`config.mk`:
```
export PLATFORM = sky130hd
export DESIGN_NAME = datapath_seq_flat
export DESIGN_NICKNAME = d
export VERILOG_FILES = /design/src/rtl/datapath_seq_if.sv /design/src/rtl/datapath_seq.sv /design/src/flat_wrapper.sv
export SDC_FILE = /design/constraint.sdc
export NUM_CORES = 1
export LEC_CHECK = 0
export ABC_AREA = 1
export BUFFER_PORTS_ARGS = -buffer_cell sky130_fd_sc_hd__clkbuf_2
export CAP_MARGIN = 5
export CORE_ASPECT_RATIO = 0.9
export CORE_MARGIN = 3
export CORE_UTILIZATION = 35
export CTS_CLUSTER_SIZE = 24
export DETAILED_ROUTE_END_ITERATION = 6
export GPL_ROUTABILITY_DRIVEN = 0
export PLACE_DENSITY = 0.59
export SLEW_MARGIN = 15
export SYNTH_ARGS = -nofsm -noshare
export SYNTH_HDL_FRONTEND = slang
export SYNTH_SLANG_ARGS = --single-unit
export TNS_END_PERCENT = 50
```
`constraint.sdc`:
```
create_clock -name clk -period 2.8 [get_ports clk]
set_input_delay 0.56 -clock clk [delete_from_list [all_inputs] [get_ports clk]]
set_output_delay 0.56 -clock clk [all_outputs]
set_load 0.02 [all_outputs]
```
`src/rtl/datapath_seq_if.sv`:
```
// Command/status bundle between the instruction-decode controller (master)
// and the self-sequencing datapath (slave).
interface datapath_seq_if #(
  parameter int W    = 16,
  parameter int NREG = 8,
  parameter int PCW  = 8
);
  localparam int RW = (NREG > 1) ? $clog2(NREG) : 1;

  logic          start;
  logic [1:0]    op;
  logic [1:0]    shift;
  logic [RW-1:0] rn;
  logic [RW-1:0] rm;
  logic [RW-1:0] rd;
  logic          asel_zero;
  logic          bsel_imm;
  logic [W-1:0]  imm;
  logic [1:0]    wb_src;
  logic          wb_en;
  logic          setflags;
  logic [W-1:0]  mdata;
  logic [PCW-1:0] pc;

  logic          busy;
  logic          done;
  logic          N;
  logic          V;
  logic          Z;
  logic [W-1:0]  out;

  modport master (
    output start, op, shift, rn, rm, rd, asel_zero, bsel_imm, imm,
           wb_src, wb_en, setflags, mdata, pc,
    input  busy, done, N, V, Z, out
  );

  modport slave (
    input  start, op, shift, rn, rm, rd, asel_zero, bsel_imm, imm,
           wb_src, wb_en, setflags, mdata, pc,
    output busy, done, N, V, Z, out
  );
endinterface

```
`src/rtl/datapath_seq.sv`:
```
// Register file + A/B/C datapath with an internal micro-sequencer: one
// command per start pulse, done pulses in the write-back cycle.
//
//   state   | meaning
//   --------+---------------------------------------------------------
//   S_IDLE  | waiting for start; command register captured on accept
//   S_LOADA | A <- R[rn]
//   S_LOADB | B <- R[rm]
//   S_EXEC  | C <- ALU(Ain, Bin); N/V/Z updated when setflags
//   S_WB    | R[rd] <- selected source when wb_en; done high
module datapath_seq #(
  parameter int W    = 16,
  parameter int NREG = 8,
  parameter int PCW  = 8
) (
  input  logic           clk,
  input  logic           reset,
  datapath_seq_if.slave  bus
);
  localparam int RW = (NREG > 1) ? $clog2(NREG) : 1;

  typedef enum logic [2:0] {
    S_IDLE  = 3'd0,
    S_LOADA = 3'd1,
    S_LOADB = 3'd2,
    S_EXEC  = 3'd3,
    S_WB    = 3'd4
  } state_t;

  state_t         state_q, state_d;
  logic           busy_q, busy_d;
  logic           done_q, done_d;

  logic [1:0]     cmd_op_q, cmd_op_d;
  logic [1:0]     cmd_shift_q, cmd_shift_d;
  logic [RW-1:0]  cmd_rn_q, cmd_rn_d;
  logic [RW-1:0]  cmd_rm_q, cmd_rm_d;
  logic [RW-1:0]  cmd_rd_q, cmd_rd_d;
  logic           cmd_asel_zero_q, cmd_asel_zero_d;
  logic           cmd_bsel_imm_q, cmd_bsel_imm_d;
  logic [W-1:0]   cmd_imm_q, cmd_imm_d;
  logic [1:0]     cmd_wb_src_q, cmd_wb_src_d;
  logic           cmd_wb_en_q, cmd_wb_en_d;
  logic           cmd_setflags_q, cmd_setflags_d;
  logic [W-1:0]   cmd_mdata_q, cmd_mdata_d;
  logic [PCW-1:0] cmd_pc_q, cmd_pc_d;

  logic [W-1:0]   a_q, a_d;
  logic [W-1:0]   b_q, b_d;
  logic [W-1:0]   c_q, c_d;
  logic           n_q, n_d;
  logic           v_q, v_d;
  logic           z_q, z_d;
  logic [W-1:0]   regs_q [NREG];
  logic [W-1:0]   regs_d [NREG];

  logic [W-1:0]   b_shift;
  logic [W-1:0]   a_in;
  logic [W-1:0]   b_in;
  logic [W-1:0]   alu_res;
  logic           alu_v;
  logic [W-1:0]   wb_data;

  // Shifter and ALU operate on the registered operands and latched command.
  always_comb begin
    b_shift = b_q;
    case (cmd_shift_q)
      2'b01:   b_shift = {b_q[W-2:0], 1'b0};
      2'b10:   b_shift = {1'b0, b_q[W-1:1]};
      2'b11:   b_shift = {b_q[W-1], b_q[W-1:1]};
      default: b_shift = b_q;
    endcase

    a_in = cmd_asel_zero_q ? '0 : a_q;
    b_in = cmd_bsel_imm_q ? cmd_imm_q : b_shift;

    alu_res = '0;
    alu_v   = 1'b0;
    case (cmd_op_q)
      2'b00: begin
        alu_res = a_in + b_in;
        alu_v   = (a_in[W-1] == b_in[W-1]) && (alu_res[W-1] != a_in[W-1]);
      end
      2'b01: begin
        alu_res = a_in - b_in;
        alu_v   = (a_in[W-1] != b_in[W-1]) && (alu_res[W-1] != a_in[W-1]);
      end
      2'b10:   alu_res = a_in & b_in;
      default: alu_res = ~b_in;
    endcase
  end

  always_comb begin
    case (cmd_wb_src_q)
      2'b00:   wb_data = c_q;
      2'b01:   wb_data = W'(cmd_pc_q);
      2'b10:   wb_data = cmd_imm_q;
      default: wb_data = cmd_mdata_q;
    endcase
  end

  always_comb begin
    state_d         = state_q;
    cmd_op_d        = cmd_op_q;
    cmd_shift_d     = cmd_shift_q;
    cmd_rn_d        = cmd_rn_q;
    cmd_rm_d        = cmd_rm_q;
    cmd_rd_d        = cmd_rd_q;
    cmd_asel_zero_d = cmd_asel_zero_q;
    cmd_bsel_imm_d  = cmd_bsel_imm_q;
    cmd_imm_d       = cmd_imm_q;
    cmd_wb_src_d    = cmd_wb_src_q;
    cmd_wb_en_d     = cmd_wb_en_q;
    cmd_setflags_d  = cmd_setflags_q;
    cmd_mdata_d     = cmd_mdata_q;
    cmd_pc_d        = cmd_pc_q;
    a_d             = a_q;
    b_d             = b_q;
    c_d             = c_q;
    n_d             = n_q;
    v_d             = v_q;
    z_d             = z_q;
    regs_d          = regs_q;

    case (state_q)
      S_IDLE: begin
        if (bus.start) begin
          cmd_op_d        = bus.op;
          cmd_shift_d     = bus.shift;
          cmd_rn_d        = bus.rn;
          cmd_rm_d        = bus.rm;
          cmd_rd_d        = bus.rd;
          cmd_asel_zero_d = bus.asel_zero;
          cmd_bsel_imm_d  = bus.bsel_imm;
          cmd_imm_d       = bus.imm;
          cmd_wb_src_d    = bus.wb_src;
          cmd_wb_en_d     = bus.wb_en;
          cmd_setflags_d  = bus.setflags;
          cmd_mdata_d     = bus.mdata;
          cmd_pc_d        = bus.pc;
          // Non-ALU write-backs skip the operand and execute steps entirely.
          state_d = (bus.wb_src == 2'b00) ? S_LOADA : S_WB;
        end
      end
      S_LOADA: begin
        a_d     = regs_q[cmd_rn_q];
        state_d = S_LOADB;
      end
      S_LOADB: begin
        b_d     = regs_q[cmd_rm_q];
        state_d = S_EXEC;
      end
      S_EXEC: begin
        c_d = alu_res;
        if (cmd_setflags_q) begin
          n_d = alu_res[W-1];
          v_d = alu_v;
          z_d = (alu_res == '0);
        end
        state_d = S_WB;
      end
      S_WB: begin
        if (cmd_wb_en_q) begin
          regs_d[cmd_rd_q] = wb_data;
        end
        state_d = S_IDLE;
      end
      default: state_d = S_IDLE;
    endcase

    busy_d = (state_d != S_IDLE);
    done_d = (state_d == S_WB);
  end

  always_ff @(posedge clk) begin
    if (reset) begin
      state_q         <= S_IDLE;
      busy_q          <= 1'b0;
      done_q          <= 1'b0;
      cmd_op_q        <= '0;
      cmd_shift_q     <= '0;
      cmd_rn_q        <= '0;
      cmd_rm_q        <= '0;
      cmd_rd_q        <= '0;
      cmd_asel_zero_q <= 1'b0;
      cmd_bsel_imm_q  <= 1'b0;
      cmd_imm_q       <= '0;
      cmd_wb_src_q    <= '0;
      cmd_wb_en_q     <= 1'b0;
      cmd_setflags_q  <= 1'b0;
      cmd_mdata_q     <= '0;
      cmd_pc_q        <= '0;
      a_q             <= '0;
      b_q             <= '0;
      c_q             <= '0;
      n_q             <= 1'b0;
      v_q             <= 1'b0;
      z_q             <= 1'b0;
      for (int i = 0; i < NREG; i++) begin
        regs_q[i] <= '0;
      end
    end else begin
      state_q         <= state_d;
      busy_q          <= busy_d;
      done_q          <= done_d;
      cmd_op_q        <= cmd_op_d;
      cmd_shift_q     <= cmd_shift_d;
      cmd_rn_q        <= cmd_rn_d;
      cmd_rm_q        <= cmd_rm_d;
      cmd_rd_q        <= cmd_rd_d;
      cmd_asel_zero_q <= cmd_asel_zero_d;
      cmd_bsel_imm_q  <= cmd_bsel_imm_d;
      cmd_imm_q       <= cmd_imm_d;
      cmd_wb_src_q    <= cmd_wb_src_d;
      cmd_wb_en_q     <= cmd_wb_en_d;
      cmd_setflags_q  <= cmd_setflags_d;
      cmd_mdata_q     <= cmd_mdata_d;
      cmd_pc_q        <= cmd_pc_d;
      a_q             <= a_d;
      b_q             <= b_d;
      c_q             <= c_d;
      n_q             <= n_d;
      v_q             <= v_d;
      z_q             <= z_d;
      for (int i = 0; i < NREG; i++) begin
        regs_q[i] <= regs_d[i];
      end
    end
  end

  assign bus.busy = busy_q;
  assign bus.done = done_q;
  assign bus.N    = n_q;
  assign bus.V    = v_q;
  assign bus.Z    = z_q;
  assign bus.out  = c_q;

endmodule

```
`src/flat_wrapper.sv`:
```
// flat-port wrapper written by rule: the top's interface ports become plain ports
module datapath_seq_flat 
#(
  parameter int W    = 16,
  parameter int NREG = 8,
  parameter int PCW  = 8
)
  (clk, reset, bus_start, bus_op, bus_shift, bus_rn, bus_rm, bus_rd, bus_asel_zero, bus_bsel_imm, bus_imm, bus_wb_src, bus_wb_en, bus_setflags, bus_mdata, bus_pc, bus_busy, bus_done, bus_N, bus_V, bus_Z, bus_out);
  datapath_seq_if #(.W(W), .NREG(NREG), .PCW(PCW)) bus_i ();
  input  logic clk;
  input  logic reset;
  input wire logic [$bits(bus_i.start)-1:0] bus_start;
  input wire logic [$bits(bus_i.op)-1:0] bus_op;
  input wire logic [$bits(bus_i.shift)-1:0] bus_shift;
  input wire logic [$bits(bus_i.rn)-1:0] bus_rn;
  input wire logic [$bits(bus_i.rm)-1:0] bus_rm;
  input wire logic [$bits(bus_i.rd)-1:0] bus_rd;
  input wire logic [$bits(bus_i.asel_zero)-1:0] bus_asel_zero;
  input wire logic [$bits(bus_i.bsel_imm)-1:0] bus_bsel_imm;
  input wire logic [$bits(bus_i.imm)-1:0] bus_imm;
  input wire logic [$bits(bus_i.wb_src)-1:0] bus_wb_src;
  input wire logic [$bits(bus_i.wb_en)-1:0] bus_wb_en;
  input wire logic [$bits(bus_i.setflags)-1:0] bus_setflags;
  input wire logic [$bits(bus_i.mdata)-1:0] bus_mdata;
  input wire logic [$bits(bus_i.pc)-1:0] bus_pc;
  output wire logic [$bits(bus_i.busy)-1:0] bus_busy;
  output wire logic [$bits(bus_i.done)-1:0] bus_done;
  output wire logic [$bits(bus_i.N)-1:0] bus_N;
  output wire logic [$bits(bus_i.V)-1:0] bus_V;
  output wire logic [$bits(bus_i.Z)-1:0] bus_Z;
  output wire logic [$bits(bus_i.out)-1:0] bus_out;
  assign bus_i.start = bus_start;
  assign bus_i.op = bus_op;
  assign bus_i.shift = bus_shift;
  assign bus_i.rn = bus_rn;
  assign bus_i.rm = bus_rm;
  assign bus_i.rd = bus_rd;
  assign bus_i.asel_zero = bus_asel_zero;
  assign bus_i.bsel_imm = bus_bsel_imm;
  assign bus_i.imm = bus_imm;
  assign bus_i.wb_src = bus_wb_src;
  assign bus_i.wb_en = bus_wb_en;
  assign bus_i.setflags = bus_setflags;
  assign bus_i.mdata = bus_mdata;
  assign bus_i.pc = bus_pc;
  assign bus_busy = bus_i.busy;
  assign bus_done = bus_i.done;
  assign bus_N = bus_i.N;
  assign bus_V = bus_i.V;
  assign bus_Z = bus_i.Z;
  assign bus_out = bus_i.out;
  datapath_seq #(.W(W), .NREG(NREG), .PCW(PCW)) u_core (.clk(clk), .reset(reset), .bus(bus_i));
endmodule
```
==> reports/results.txt <==
Setup TNS: -0.0233 ns
Critical Path RT: 3.29 ns
Fin Clk Skew: 0.0169 ns
Final nets: 2326
drt first-iter violations: 1475
Setup Crit Path Kind: reg -> reg
Post-Synth Adder-Cell Area: 3.24%
power density cells: 605 nW/um2
Critical-path top delay cell: fa_2
worst-margin pin slew: 0.727 ns
via count: 14900
ys flop type: dfxtp_1
mux cell area share after synthesis: 0%
Min-Delay Path Class: in -> reg
complex-gate fraction of the synthesized area: 28.5%
fmax: 354 MHz
root buffer cell: clkbuf_16
Buf/Inv on CP: 4
number of flops mapped to enable cells by yosys: 0
CTS tree: done
leakage: 7.04 nW
Synth Instances: 2083
Die W: 214 um
post-synthesis sequential area ratio: 35.8%
Syn. warnings: 0
vias per cell: 5.45
first-pass GRT wire length: 77000 um
Most Frequent Cell on Critical Path: nand3_1
Antenna Cells: 0
Placed Cells: 2669
fraction of layout cells with a size suffix above 1: 18.6%
clock-pin slew on the worst setup and hold paths: 0.06 ns
initial antenna violation count: 0
commonest non-fill, non-tap cell in the layout: o21ai_0
Synth cell types: 37
post-route cell area: 16700 um2
ys async rst share: 0%
Total GRT Usage: 23.5%
Layout Utilization: 44.3%
CP top delay family: simple AND/OR/NAND/NOR gates
RSZ-0062 raised after global routing: true
simple-gate share of the synthesized area: 21.3%
port bufs: 82
gr ovfl total: 0
Synthesized Nets: 2179
CTS Hold Bufs: 0
per-cell routed wire length: 18.1 um
largest family of logic cells by synthesized area: compound AO/OA/AOI/OAI gates
vias in the first global route: 13900
Antenna Nets Post-Route: 0
Yosys reg bits: 243
most frequent cells in the layout: o21ai_0, nand2_1, a21oi_1
crit-path cells: buf_4 > buf_4 > a21oi_1 > nand3_1 > nand2_2 > inv_2 > fa_2 > inv_1 > nand3_1 > nand2_2 > nand3_1 > nand3_1 > nand2_1 > nand3_1 > nand3_1 > nor2_2 > nand2_1 > nor2_1 > nand2_1 > a21oi_2
period utilization: 101%
CP Capture Type: flop
CP peak stage delay: 0.43 ns
Post-Place Worst Slack: -0.198 ns
full die area: 41200 um2
first-pass detailed-route iteration total: 5
synth-to-layout area growth: 23.1%
r2r startpoint: u_core.cmd_shift_q[1]
max-slew violation count: 0
H-Tree Depth: 1
Final Hold Vio Count: 0
final setup margin: -0.0233 ns
critical path arrival: 3.31 ns
total wire length: 49500 um
Final min period: 2.82 ns
I/O pin count: 83
failing checks: negative setup slack
Initial Util: 36.0%
clk buf depth: 3
Peak VDD IR: 0.000442 V
hold path start: bus_rm[1]
# rows: 67
Die Height: 193 um
post-route insts no fill: 2730
status: finished, violations left
largest net degree at the start of global routing: 67
Synth Area per Inst: 6.52 um2
Mapped Area: 13600 um2
relative slew slack: 51.5%
Clock Latency Late Sink: 0.56 ns
count of final setup violators: 1
Post-DP HPWL: 35100 um
CTS Sinks: 243
Synth Area in XOR/XNOR: 0.129%
CP startpoint: u_core.cmd_shift_q[1]
CTS Buf Count: 27
core area: 37700 um2
DRC: 0
crit path launch type: flop
DP Area: 15300 um2
crit-path max FO: 7
Max Cap Violations: 0
==> stage by stage <==
| step | power, mW | hold slack, ns |
|---|---|---|
| 2_1_floorplan | 5.28 | 0.424 |
| 3_3_place_gp | 6.32 | 0.439 |
| 3_5_place_dp | 6.35 | 0.437 |
| 4_1_cts | 9.85 | 0.202 |
| 5_1_grt | 10.6 | 0.228 |
| 6_report | 10.1 | 0.230 |
==> cells by family (layout without fill, tap and decap cells) <==
family	Yosys count	in the layout
fa+ha+maj	34	34
compound gates	715	715
simple gates	703	703
flops	243	243
buf+inv	386	550
xor+xnor	2	2
==> where the power goes <==
group	internal (mW)	leakage [nW]	switching, mW	total, mW
combinational	1.20	4.66	1.79	3.00
sequential	3.59	1.98	0.134	3.73
clock	1.93	0.404	1.45	3.39
total	6.73	7.04	3.38	10.1
==> flip-flops by register name (all words and copies together) (netlist names), 2 cells and up <==
| register | flops |
|---|---|
| u_core.regs_q | 128 |
| u_core.a_q | 16 |
| u_core.b_q | 16 |
| u_core.bus.out | 16 |
| u_core.cmd_imm_q | 16 |
| u_core.cmd_mdata_q | 16 |
| u_core.cmd_pc_q | 8 |
| u_core.cmd_rd_q | 3 |
| u_core.cmd_rm_q | 3 |
| u_core.cmd_rn_q | 3 |
| u_core.state_q | 3 |
| u_core.cmd_op_q | 2 |
| u_core.cmd_shift_q | 2 |
| u_core.cmd_wb_src_q | 2 |
==> layout make-up <==
| cell class | count | area, um2 |
|---|---|---|
| flip-flops and latches | 243 | 4880 |
| well taps | 483 | 604 |
| clock inverters | 4 | 37.5 |
| repair buffers | 251 | 1740 |
| inverters | 253 | 955 |
| clock buffers | 42 | 792 |
| fillers | 3922 | 21000 |
| multi-input cells | 1454 | 7710 |
==> final timing paths <==
check                          endpoint  slack [ns]  depth (start not counted)
setup / recovery           u_core.bus.Z       -0.02                         20
hold / removal       u_core.cmd_rm_q[1]        0.23                          3
setup reg to reg           u_core.bus.Z       -0.02                         20
hold reg to reg   u_core.cmd_mdata_q[1]        0.45                          2
==> worst register-to-register path: cells and delay by family, from the launching register on <==
| family | cells | cell delay [ns] |
|---|---|---|
| simple gates | 13 | 1.23 |
| buf+inv | 4 | 0.46 |
| compound gates | 2 | 0.28 |
| flops | 1 | 0.34 |
| fa+ha+maj | 1 | 0.43 |
==> timing repair <==
action,CTS,global route
pin swaps,17,48
endpoints found under the setup margin,10,15
resized for setup,41,101
buffers inserted,10,6
==> per-layer routing <==
metal / track usage, % / vias up / wire (um) / part of all wire [%]
li1: - / 7255 / - / -
met1: 33.5 / 6874 / 22800 / 46
met2: 36.2 / 643 / 21200 / 43
met3: 3.69 / 117 / 3780 / 7.6
met4: 7.60 / 0 / 1740 / 3.5
met5: 0 / - / 0 / 0
==> synth_stat cells, drive strengths merged, types with 2 or more instances <==
master | instances | area [um2]
o21bai | 2 | 15.0
dfxtp | 243 | 4860
nor3 | 6 | 40.0
clkinv | 8 | 30.0
o221ai | 8 | 70.1
nand3 | 137 | 686
nand4 | 10 | 62.6
nand2 | 321 | 1210
o211ai | 72 | 541
o22ai | 19 | 131
inv | 245 | 920
and2 | 4 | 25.0
clkbuf | 93 | 349
a221o | 2 | 20.0
fa | 2 | 40.0
o21ai | 331 | 1660
a221oi | 4 | 35.0
ha | 32 | 400
buf | 40 | 201
nor2 | 224 | 860
a21oi | 276 | 1390
No activity file was read; power rests on OpenSTA's default activity.
